<file path="src/rtl/yuv2rgb_pkg.sv">
// Shared types and constants for the YUV 4:4:4 to RGB frame converter.
package yuv2rgb_pkg;

  typedef enum logic [3:0] {
    ST_IDLE,
    ST_RD_Y,
    ST_RD_U,
    ST_RD_V,
    ST_CAP_V,
    ST_CALC,
    ST_WR_R,
    ST_WR_G,
    ST_WR_B,
    ST_DONE
  } state_e;

  localparam int unsigned COEF_W = 18;
  localparam int unsigned ACC_W  = 28;
  localparam int unsigned FRAC   = 16;
  localparam int unsigned ROUND  = 32768;

  localparam logic [7:0] Y_OFFSET  = 8'd16;
  localparam logic [7:0] UV_OFFSET = 8'd128;

  typedef struct packed {
    logic [COEF_W-1:0] cy;
    logic [COEF_W-1:0] crv;
    logic [COEF_W-1:0] cgu;
    logic [COEF_W-1:0] cgv;
    logic [COEF_W-1:0] cbu;
  } coef_t;

  localparam coef_t COEF_STUDIO = '{cy: 18'd76284, crv: 18'd104595, cgu: 18'd25624,
                                    cgv: 18'd53281, cbu: 18'd132251};
  localparam coef_t COEF_FULL   = '{cy: 18'd65536, crv: 18'd91881, cgu: 18'd22554,
                                    cgv: 18'd46802, cbu: 18'd116130};

  // Round to nearest, then drop the 16 fractional bits (floor on negatives).
  function automatic logic signed [ACC_W-1:0] round_shift(input logic signed [ACC_W-1:0] x);
    logic signed [ACC_W-1:0] sum;
    sum = x + $signed(ACC_W'(ROUND));
    return sum >>> FRAC;
  endfunction

  function automatic logic [7:0] sat8(input logic signed [ACC_W-1:0] x);
    if (x[ACC_W-1]) return 8'd0;
    else if (x[ACC_W-1:8] != '0) return 8'hFF;
    else return x[7:0];
  endfunction

endpackage

</file>
<file path="src/rtl/yuv2rgb_frame_converter_if.sv">
// Control handshake and frame-memory port of the converter.
interface yuv2rgb_frame_converter_if #(
  parameter int unsigned ADDR_W = 20
) ();
  logic              start;
  logic              full_range;
  logic              busy;
  logic              done;
  logic [ADDR_W-1:0] R_addr;
  logic [15:0]       R_data;
  logic [ADDR_W-1:0] W_addr;
  logic [15:0]       W_data;
  logic              W_en;

  modport master (
    input  start, full_range, R_data,
    output busy, done, R_addr, W_addr, W_data, W_en
  );

  modport slave (
    output start, full_range, R_data,
    input  busy, done, R_addr, W_addr, W_data, W_en
  );
endinterface

</file>
<file path="src/rtl/yuv_rgb_pixel.sv">
// One-pixel BT.601 YUV to RGB conversion, 16.16 fixed point, saturating.
module yuv_rgb_pixel
  import yuv2rgb_pkg::*;
(
  input  logic [7:0] y_i,
  input  logic [7:0] u_i,
  input  logic [7:0] v_i,
  input  logic       full_range,
  output logic [7:0] r_o,
  output logic [7:0] g_o,
  output logic [7:0] b_o
);

  coef_t                   c;
  logic signed [ACC_W-1:0] y_s, u_s, v_s;
  logic signed [ACC_W-1:0] r_acc, g_acc, b_acc;

  function automatic logic signed [ACC_W-1:0] zx8(input logic [7:0] x);
    return $signed({{(ACC_W-8){1'b0}}, x});
  endfunction

  function automatic logic signed [ACC_W-1:0] zx18(input logic [COEF_W-1:0] x);
    return $signed({{(ACC_W-COEF_W){1'b0}}, x});
  endfunction

  always_comb begin
    c     = full_range ? COEF_FULL : COEF_STUDIO;
    y_s   = full_range ? zx8(y_i) : zx8(y_i) - zx8(Y_OFFSET);
    u_s   = zx8(u_i) - zx8(UV_OFFSET);
    v_s   = zx8(v_i) - zx8(UV_OFFSET);
    r_acc = zx18(c.cy) * y_s + zx18(c.crv) * v_s;
    g_acc = zx18(c.cy) * y_s - zx18(c.cgu) * u_s - zx18(c.cgv) * v_s;
    b_acc = zx18(c.cy) * y_s + zx18(c.cbu) * u_s;
    r_o   = sat8(round_shift(r_acc));
    g_o   = sat8(round_shift(g_acc));
    b_o   = sat8(round_shift(b_acc));
  end

endmodule

</file>
<file path="src/rtl/yuv2rgb_frame_converter.sv">
// Walks planar Y/U/V word planes and writes planar R/G/B planes, 8 cycles per word.
module yuv2rgb_frame_converter
  import yuv2rgb_pkg::*;
#(
  parameter int unsigned NUM_WORDS = 38400,
  parameter int unsigned ADDR_W    = 20,
  parameter int unsigned Y_BASE    = 0,
  parameter int unsigned U_BASE    = 38400,
  parameter int unsigned V_BASE    = 76800,
  parameter int unsigned R_BASE    = 115200,
  parameter int unsigned G_BASE    = 153600,
  parameter int unsigned B_BASE    = 192000
) (
  input  logic                      clk,
  input  logic                      rst,
  yuv2rgb_frame_converter_if.master bus
);

  localparam int unsigned     IDX_W    = (NUM_WORDS > 1) ? $clog2(NUM_WORDS) : 1;
  localparam logic [IDX_W-1:0] LAST_IDX = IDX_W'(NUM_WORDS - 1);

  state_e            state_q, state_d;
  logic [IDX_W-1:0]  idx_q, idx_d;
  logic              mode_q, mode_d;
  logic [15:0]       y_q, y_d, u_q, u_d, v_q, v_d, g_q, g_d, b_q, b_d;
  logic [ADDR_W-1:0] r_addr_q, r_addr_d, w_addr_q, w_addr_d;
  logic [15:0]       w_data_q, w_data_d;
  logic              w_en_q, w_en_d, busy_q, busy_d, done_q, done_d;
  logic [7:0]        r_even_c, g_even_c, b_even_c, r_odd_c, g_odd_c, b_odd_c;

  yuv_rgb_pixel u_pix_even (
    .y_i(y_q[7:0]), .u_i(u_q[7:0]), .v_i(v_q[7:0]), .full_range(mode_q),
    .r_o(r_even_c), .g_o(g_even_c), .b_o(b_even_c)
  );

  yuv_rgb_pixel u_pix_odd (
    .y_i(y_q[15:8]), .u_i(u_q[15:8]), .v_i(v_q[15:8]), .full_range(mode_q),
    .r_o(r_odd_c), .g_o(g_odd_c), .b_o(b_odd_c)
  );

  function automatic logic [ADDR_W-1:0] plane_addr(input int unsigned base,
                                                   input logic [IDX_W-1:0] i);
    return ADDR_W'(base) + ADDR_W'(i);
  endfunction

  // Outputs are decoded from the next state so they are registered yet aligned with it.
  always_comb begin
    state_d  = state_q;
    idx_d    = idx_q;
    mode_d   = mode_q;
    y_d      = y_q;
    u_d      = u_q;
    v_d      = v_q;
    g_d      = g_q;
    b_d      = b_q;
    r_addr_d = '0;
    w_addr_d = '0;
    w_data_d = '0;
    w_en_d   = 1'b0;

    case (state_q)
      ST_IDLE: begin
        if (bus.start) begin
          mode_d  = bus.full_range;
          idx_d   = '0;
          state_d = ST_RD_Y;
        end
      end
      ST_RD_Y:  state_d = ST_RD_U;
      ST_RD_U:  begin y_d = bus.R_data; state_d = ST_RD_V;  end
      ST_RD_V:  begin u_d = bus.R_data; state_d = ST_CAP_V; end
      ST_CAP_V: begin v_d = bus.R_data; state_d = ST_CALC;  end
      ST_CALC: begin
        g_d     = {g_odd_c, g_even_c};
        b_d     = {b_odd_c, b_even_c};
        state_d = ST_WR_R;
      end
      ST_WR_R:  state_d = ST_WR_G;
      ST_WR_G:  state_d = ST_WR_B;
      ST_WR_B: begin
        if (idx_q == LAST_IDX) begin
          idx_d   = '0;
          state_d = ST_DONE;
        end else begin
          idx_d   = idx_q + IDX_W'(1);
          state_d = ST_RD_Y;
        end
      end
      ST_DONE:  state_d = ST_IDLE;
      default:  state_d = ST_IDLE;
    endcase

    busy_d = (state_d != ST_IDLE);
    done_d = (state_d == ST_DONE);

    // The R word is registered straight into the write-data flop during CALC.
    case (state_d)
      ST_RD_Y: r_addr_d = plane_addr(Y_BASE, idx_d);
      ST_RD_U: r_addr_d = plane_addr(U_BASE, idx_d);
      ST_RD_V: r_addr_d = plane_addr(V_BASE, idx_d);
      ST_WR_R: begin
        w_en_d   = 1'b1;
        w_addr_d = plane_addr(R_BASE, idx_d);
        w_data_d = {r_odd_c, r_even_c};
      end
      ST_WR_G: begin
        w_en_d   = 1'b1;
        w_addr_d = plane_addr(G_BASE, idx_d);
        w_data_d = g_q;
      end
      ST_WR_B: begin
        w_en_d   = 1'b1;
        w_addr_d = plane_addr(B_BASE, idx_d);
        w_data_d = b_q;
      end
      default: ;
    endcase
  end

  always_ff @(posedge clk or negedge rst) begin
    if (!rst) begin
      state_q  <= ST_IDLE;
      idx_q    <= '0;
      mode_q   <= 1'b0;
      y_q      <= '0;
      u_q      <= '0;
      v_q      <= '0;
      g_q      <= '0;
      b_q      <= '0;
      r_addr_q <= '0;
      w_addr_q <= '0;
      w_data_q <= '0;
      w_en_q   <= 1'b0;
      busy_q   <= 1'b0;
      done_q   <= 1'b0;
    end else begin
      state_q  <= state_d;
      idx_q    <= idx_d;
      mode_q   <= mode_d;
      y_q      <= y_d;
      u_q      <= u_d;
      v_q      <= v_d;
      g_q      <= g_d;
      b_q      <= b_d;
      r_addr_q <= r_addr_d;
      w_addr_q <= w_addr_d;
      w_data_q <= w_data_d;
      w_en_q   <= w_en_d;
      busy_q   <= busy_d;
      done_q   <= done_d;
    end
  end

  assign bus.R_addr = r_addr_q;
  assign bus.W_addr = w_addr_q;
  assign bus.W_data = w_data_q;
  assign bus.W_en   = w_en_q;
  assign bus.busy   = busy_q;
  assign bus.done   = done_q;

endmodule

</file>
<file path="src/flat_wrapper.sv">
// flat-port wrapper written by rule: the top's interface ports become plain ports
module yuv2rgb_frame_converter_flat import yuv2rgb_pkg::*;
#(
  parameter int unsigned NUM_WORDS = 38400,
  parameter int unsigned ADDR_W    = 20,
  parameter int unsigned Y_BASE    = 0,
  parameter int unsigned U_BASE    = 38400,
  parameter int unsigned V_BASE    = 76800,
  parameter int unsigned R_BASE    = 115200,
  parameter int unsigned G_BASE    = 153600,
  parameter int unsigned B_BASE    = 192000
)
  (clk, rst, bus_start, bus_full_range, bus_R_data, bus_busy, bus_done, bus_R_addr, bus_W_addr, bus_W_data, bus_W_en);
  yuv2rgb_frame_converter_if #(.ADDR_W(ADDR_W)) bus_i ();
  input  logic clk;
  input  logic rst;
  input wire logic [$bits(bus_i.start)-1:0] bus_start;
  input wire logic [$bits(bus_i.full_range)-1:0] bus_full_range;
  input wire logic [$bits(bus_i.R_data)-1:0] bus_R_data;
  output wire logic [$bits(bus_i.busy)-1:0] bus_busy;
  output wire logic [$bits(bus_i.done)-1:0] bus_done;
  output wire logic [$bits(bus_i.R_addr)-1:0] bus_R_addr;
  output wire logic [$bits(bus_i.W_addr)-1:0] bus_W_addr;
  output wire logic [$bits(bus_i.W_data)-1:0] bus_W_data;
  output wire logic [$bits(bus_i.W_en)-1:0] bus_W_en;
  assign bus_i.start = bus_start;
  assign bus_i.full_range = bus_full_range;
  assign bus_i.R_data = bus_R_data;
  assign bus_busy = bus_i.busy;
  assign bus_done = bus_i.done;
  assign bus_R_addr = bus_i.R_addr;
  assign bus_W_addr = bus_i.W_addr;
  assign bus_W_data = bus_i.W_data;
  assign bus_W_en = bus_i.W_en;
  yuv2rgb_frame_converter #(.NUM_WORDS(NUM_WORDS), .ADDR_W(ADDR_W), .Y_BASE(Y_BASE), .U_BASE(U_BASE), .V_BASE(V_BASE), .R_BASE(R_BASE), .G_BASE(G_BASE), .B_BASE(B_BASE)) u_core (.clk(clk), .rst(rst), .bus(bus_i));
endmodule
</file>
<file path="config.mk">
export PLATFORM = sky130hd
export DESIGN_NAME = yuv2rgb_frame_converter_flat
export DESIGN_NICKNAME = d
export VERILOG_FILES = /design/src/rtl/yuv2rgb_pkg.sv /design/src/rtl/yuv2rgb_frame_converter_if.sv /design/src/rtl/yuv_rgb_pixel.sv /design/src/rtl/yuv2rgb_frame_converter.sv /design/src/flat_wrapper.sv
export SDC_FILE = /design/constraint.sdc
export NUM_CORES = 2
export LEC_CHECK = 0
export BUFFER_PORTS_ARGS = -buffer_cell sky130_fd_sc_hd__buf_4
export CAP_MARGIN = 10
export CORE_MARGIN = 1
export CORE_UTILIZATION = 37
export CTS_BUF_LIST = sky130_fd_sc_hd__clkbuf_16
export DETAILED_ROUTE_END_ITERATION = 12
export PLACE_DENSITY_LB_ADDON = 0.05
export SYNTH_ARGS = -nofsm -noshare
export SYNTH_HDL_FRONTEND = slang
export SYNTH_HIERARCHICAL = 1
export SYNTH_SLANG_ARGS = --single-unit
</file>
<file path="constraint.sdc">
create_clock -name clk -period 12.45 [get_ports clk]
set_input_delay 1.245 -clock clk [delete_from_list [all_inputs] [get_ports clk]]
set_output_delay 1.245 -clock clk [all_outputs]
set_load 0.03 [all_outputs]
</file>
Word level (Yosys, flattened, before mapping)
Cells that the tools add are included.
- register bits: 160
- latch bits: 0
- memory bits (writable): 0
- memory bits (read-only): 0
- memories kept: 0
- add/sub/neg operators: 26
- multipliers: 10
- divide/modulo/power cells: 0
- magnitude comparators: 0
- equal/unequal tests: 16
- shifts and indexed selects: 0
- muxes and demuxes: 25
- bitwise logic cells: 0
- reduce and logical (&&, ||, !) cells: 10
- operators with widths (operator ; number):
    multiplier 19 x 9 -> 28 bit ; 8
    adder 28 x 17 -> 28 bit, second input constant ; 6
    case mux 20 bit (3 select lines) ; 2
    nonzero test 20 bit ; 6
    adder 28 bit ; 4
    subtractor 28 bit ; 4
    two-way mux 8 bit ; 12
    two-way mux 86 bit ; 1
    multiplier 19 x 28 -> 28 bit ; 2
    two-way mux 28 bit ; 2
    case mux 16 bit (3 select lines) ; 1
    adder 18 x 16 -> 19 bit, first input constant ; 2
    adder 17 x 16 -> 18 bit, first input constant ; 2
    case mux 4 bit (9 select lines) ; 1
    subtractor 8 x 8 -> 9 bit, second input constant ; 4
    two-way mux 16 bit ; 2
    case mux 16 bit (2 select lines) ; 1
    == test 4 x 3 -> 1 bit, second input constant ; 6
    subtractor 8 x 5 -> 9 bit, second input constant ; 2
    adder 16 x 16 -> 17 bit, first input constant ; 1
    adder 16 x 1 -> 16 bit, second input constant ; 1
    == test 16 bit, second input constant ; 1
    == test 4 x 2 -> 1 bit, second input constant ; 4
    == test 4 bit, second input constant ; 3
    7 further kinds ; 9

Longest topological paths before layout
- depth after elaboration: 9
- gate-level depth with buffers: 49
- depth with buffers taken out: 49

Hierarchy
The synthesis kept the hierarchy.
- by module, submodules not included (module ; times used ; cells each ; area each (µm²) ; sequential area each (µm²)):
    yuv_rgb_pixel (u_core.u_pix_even) ; 1 ; 2003 ; 18358.9 ; 0.0
    yuv_rgb_pixel (u_core.u_pix_odd) ; 1 ; 1982 ; 18285.0 ; 0.0
    yuv2rgb_frame_converter ; 1 ; 693 ; 6941.7 ; 3903.7

Worst setup path before layout
Ideal clock, no wire load.
- path type: reg-to-reg
- start point: register u_core.mode_q
- end point: register u_core.g_q[12]
- arrival time: 11.877 ns
- required time: 12.385 ns
- setup slack: 0.508 ns
- stages on the path, launching flop included: 44
- path buffers: 1
- period minus slack after synthesis: 11.942 ns
- path through: dfrtp_1 inv_1 nand2_1 nor3_1 clkbuf_1 inv_1 fa_1 inv_1 fa_1 ha_1 fa_1 inv_1 fa_1 fa_1 inv_1 ha_1 or4_4 o21ai_0 [8 not listed] fa_1 inv_1 fa_1 inv_1 fa_1 inv_1 ha_1 a21oi_2 o21ai_1 nor4_1 a21oi_1 a221oi_2 xor2_1 or4b_1 o211ai_2 o21a_1 nand2_1 nand2_1
- cells in the longest elaborated chain, start to end: 8
- elaborated cells between the ends (all ways): 11
- those cells by class: add/sub: 3; mul: 3; mux: 4; reduce/logical: 1
- ends and longest elaborated chain (what ; line ; source):
    start, declared ; yuv2rgb_frame_converter.sv:24 ; logic mode_q, mode_d;
    start signal, assigned ; yuv2rgb_frame_converter.sv:139 ; mode_q <= mode_d;
    two-way mux 28 bit / two-way mux 86 bit (equally long branches) ; yuv_rgb_pixel.sv:28, yuv_rgb_pixel.sv:27 ;
    multiplier 19 x 28 -> 28 bit / multiplier 19 x 9 -> 28 bit (equally long branches) ; yuv_rgb_pixel.sv:32 ; g_acc = zx18(c.cy) * y_s - zx18(c.cgu) * u_s - zx18(c.cgv) * v_s;
    subtractor 28 bit ; yuv_rgb_pixel.sv:32 ;
    subtractor 28 bit (*) ; yuv_rgb_pixel.sv:32 ;
    adder 28 x 17 -> 28 bit (*) ; yuv2rgb_pkg.sv:41 ; sum = x + $signed(ACC_W'(ROUND));
    nonzero test 20 bit ; yuv2rgb_pkg.sv:47 ; else if (x[ACC_W-1:8] != '0) return 8'hFF;
    two-way mux 8 bit ; yuv2rgb_pkg.sv:47 ;
    two-way mux 8 bit (*) ; yuv2rgb_pkg.sv:46 ; if (x[ACC_W-1]) return 8'd0;
    net u_core.g_odd_c[4] ; yuv2rgb_frame_converter.sv:29 ; logic [7:0] r_even_c, g_even_c, b_even_c, r_odd_c, g_odd_c, b_odd_c;
    end signal, assigned ; yuv2rgb_frame_converter.sv:143 ; g_q <= g_d;
    end, declared ; yuv2rgb_frame_converter.sv:25 ; logic [15:0] y_q, y_d, u_q, u_d, v_q, v_d, g_q, g_d, b_q, b_d;
The timed path passes the listed nets; every way through them passes the cells marked *.
A chain may end at the register's enable or synchronous reset.

Worst setup path after layout
- start point: register u_core.mode_q
- end point: register u_core.g_q[9]
The elaborated chain is that of the path after synthesis.

==> results.cfg <==
[run_status]
status = finished clean

[synthesis]
synth_cell_types = 104
syn_area_um2 = 43600
synth.avg_cell_area_um2 = 9.32
synth-main-ff-cell = dfrtp_1
synth_edf_count = 0
synthArstFlopShare_pct = 100
synthMuxAreaShare_pct = 1.02
yosysWarnings = 6
ys_seq_area_share_pct = 8.96
synth-simple-area-share_pct = 8.24
yosysTopAreaCellShare_pct = 33.8
yosys.area.top_type = fa_1
synthAdderAreaFrac_pct = 57.7
synth_top_family_by_area = adder cells
syn_inst = 4678
synth_area_leaders = fa_1, ha_1, inv_1
synth-xor-area-share_pct = 2.95
synth_compound_gate_area_share_pct = 8.57
ys_ff_latch = 156

[setup_path]
end_kind = flop
crit_slowest_cell = fa_1
critPathRequiredTime_ns = 12.89
critPathArrivalTime_ns = 12.31
worstSetupStartpointType = flop
critical-path-top-cell-by-count = fa_1
crit_path_max_fanout = 9
cpPeakStageDelay_ns = 0.55
path_class = flop to flop

[timing]
max_freq_mhz = 84.3
period_share_pct = 95.3
clock_skew_ns = 0.0536
tightest_slew_ns = 1.14
slew_headroom_pct = 23.2
period_needed_ns = 11.86
tns_ns = 0
setup_viol = 0
hold_viol = 0
setup_ws_ns = 0.587
drv_slew = 0

[placed_design]
gp_congestion = 0.906
dp_hpwl_um = 116000
place_ws_ns = 0.247
placed_cells = 6317
port_buffers = 74

[global_routing]
grt_max_degree = 67
antenna_found_initial = 7
grt_pass1_wl_um = 207000
gr-total-overflow = 0
grt_util_all_layers_pct = 23.1
grt_pass1_vias = 33500

[drt]
drt_iter0_drc = 1364
dr.pass1.iters = 5
wl_per_cell_um = 20.7
wl_um = 131000
dr_total_vias = 30700
drc = 0
viasPerCell = 4.83
antenna_left = 0

[cts]
worstSkewPairLatency_ns = 0.54
clk_pin_slew_ns = 0.08
clock-root-buffer = clkbuf_16
cts_tree = yes
ctsResizeCount = 0
cts_hold_buf = 0
numCtsBuffers = 17
clock_path_buffers = 2
h-tree-depth = 4
cts.sinks = 156
post-cts-setup-buffers = 0

[die]
ios = 79
initial_utilization_pct = 37.4
die_h_um = 345
fp-row-count = 125
die_w_um = 345
die-area_um2 = 119000
coreArea_um2 = 117000

[finish]
drive_gt1_share_pct = 6.01
fin_nets = 6400
finalNonFillerCells = 6350
post-route-util_pct = 40.5
syn_to_final_growth_pct = 8.22

[min_path]
hp-class = flop to flop

[job]
cap_violations = 0
metal layers:
metal | global-route usage, % | share of wire [%] | routed length (um) | up-vias
li1 | - | - | - | 14800
met1 | 34.0 | 50 | 65500 | 15400
met2 | 37.4 | 46 | 60200 | 449
met3 | 2.46 | 3.3 | 4300 | 52
met4 | 3.02 | 0.94 | 1240 | 2
met5 | 0 | 0.0069 | 9 | -
worst paths after layout:
path                                start         endpoint  slack (ns)  cells past startpoint
setup / recovery            u_core/mode_q    u_core/g_q[9]        0.59                     44
hold / removal             u_core/b_q[14]   u_core/b_q[14]        0.48                      2
setup reg to reg            u_core/mode_q    u_core/g_q[9]        0.59                     44
hold reg to reg            u_core/b_q[14]   u_core/b_q[14]        0.48                      2
max in group asynchronous             rst    u_core/mode_q        9.86                      3
min in group asynchronous             rst  u_core/idx_q[0]        0.71                      1
critical path: cells and delay by family, from the launching register on:
kind	cells	cell delay (ns)
AO/OA/AOI/OAI	10	1.66
adder cells (fa/ha/maj)	15	6.45
AND/OR/NAND/NOR	7	1.66
buffers and inverters	9	0.60
flip-flops	1	0.50
XOR/XNOR	3	0.90
state kept, by name, summed over array words and instances, names as in the netlist:
signal	cells
u_core/mode_q	1
u_core/bus.W_addr	18
u_core/y_q	16
u_core/bus.done	1
u_core/bus.W_en	1
u_core/bus.busy	1
u_core/bus.R_addr	18
u_core/bus.W_data	16
u_core/b_q	16
u_core/u_q	16
u_core/idx_q	16
u_core/v_q	16
u_core/g_q	16
u_core/state_q	4
metrics by stage:
stage | hold WS [ns] | area, um^2
after floorplan | 0.446 | 43700
after global placement | 0.462 | 46500
after detailed placement | 0.464 | 46500
after CTS | 0.483 | 47100
after global routing | 0.512 | 47200
final | 0.480 | 47200
Yosys cell counts (6+ instances only):
library cell,instances
mux2_2,33
or2_2,13
a211oi_1,30
nand4b_1,6
nand2_1,378
o211ai_1,12
inv_1,1361
a21o_1,55
clkbuf_1,43
and3_1,16
nand3_1,32
a31oi_1,17
xnor2_1,97
o21a_1,52
fa_1,736
ha_1,832
and2_1,19
xor2_1,45
buf_2,7
buf_4,10
nor3_1,31
dfrtp_1,156
o21ai_0,95
nand4_1,15
a22oi_1,28
nor2_1,159
o21ai_1,7
nor2b_1,24
nor4_1,9
buf_1,11
o31a_1,11
a21oi_1,141
o21bai_1,15
nand2b_1,29
or3_1,8
cell families (layout without fill, tap and decap cells):
family	count (synthesis)	in the layout
XOR/XNOR	144	144
adder cells (fa/ha/maj)	1568	1568
buffers and inverters	1438	1546
AO/OA/AOI/OAI	549	549
flip-flops	156	156
AND/OR/NAND/NOR	779	779
multiplexers	39	39
other	5	45
layout make-up:
type / instances / area (um^2)
fillers: 11900 / 69400
multi-input cells: 3123 / 34500
inverters: 1365 / 5130
flip-flops and latches: 156 / 3910
well taps: 1524 / 1910
repair buffers: 149 / 1140
clock buffers: 17 / 425
clock inverters: 15 / 201
diodes: 1 / 2.50
cells in the final DEF, fill, tap and decap left out, drive strengths merged, types with 8 or more instances in the layout:
cell type / instances
a31oi: 18
nor3: 33
xor2: 45
nor4: 9
mux2: 33
a21oi: 145
ha: 832
o211ai: 14
nor2b: 25
clkinv: 8
nand3: 33
or2: 15
and2: 20
o21a: 52
nor2: 159
nand4: 16
or3: 8
a22oi: 28
a211oi: 30
o21ai: 102
and3: 17
nand2b: 29
buf: 148
clkbuf: 18
inv: 1371
o31a: 11
o21bai: 15
nand2: 379
xnor2: 98
dfrtp: 156
conb: 44
a21o: 58
fa: 736
Power is not shown: default switching activity piles up to over one toggle a cycle in this logic, so the estimate is an artifact.
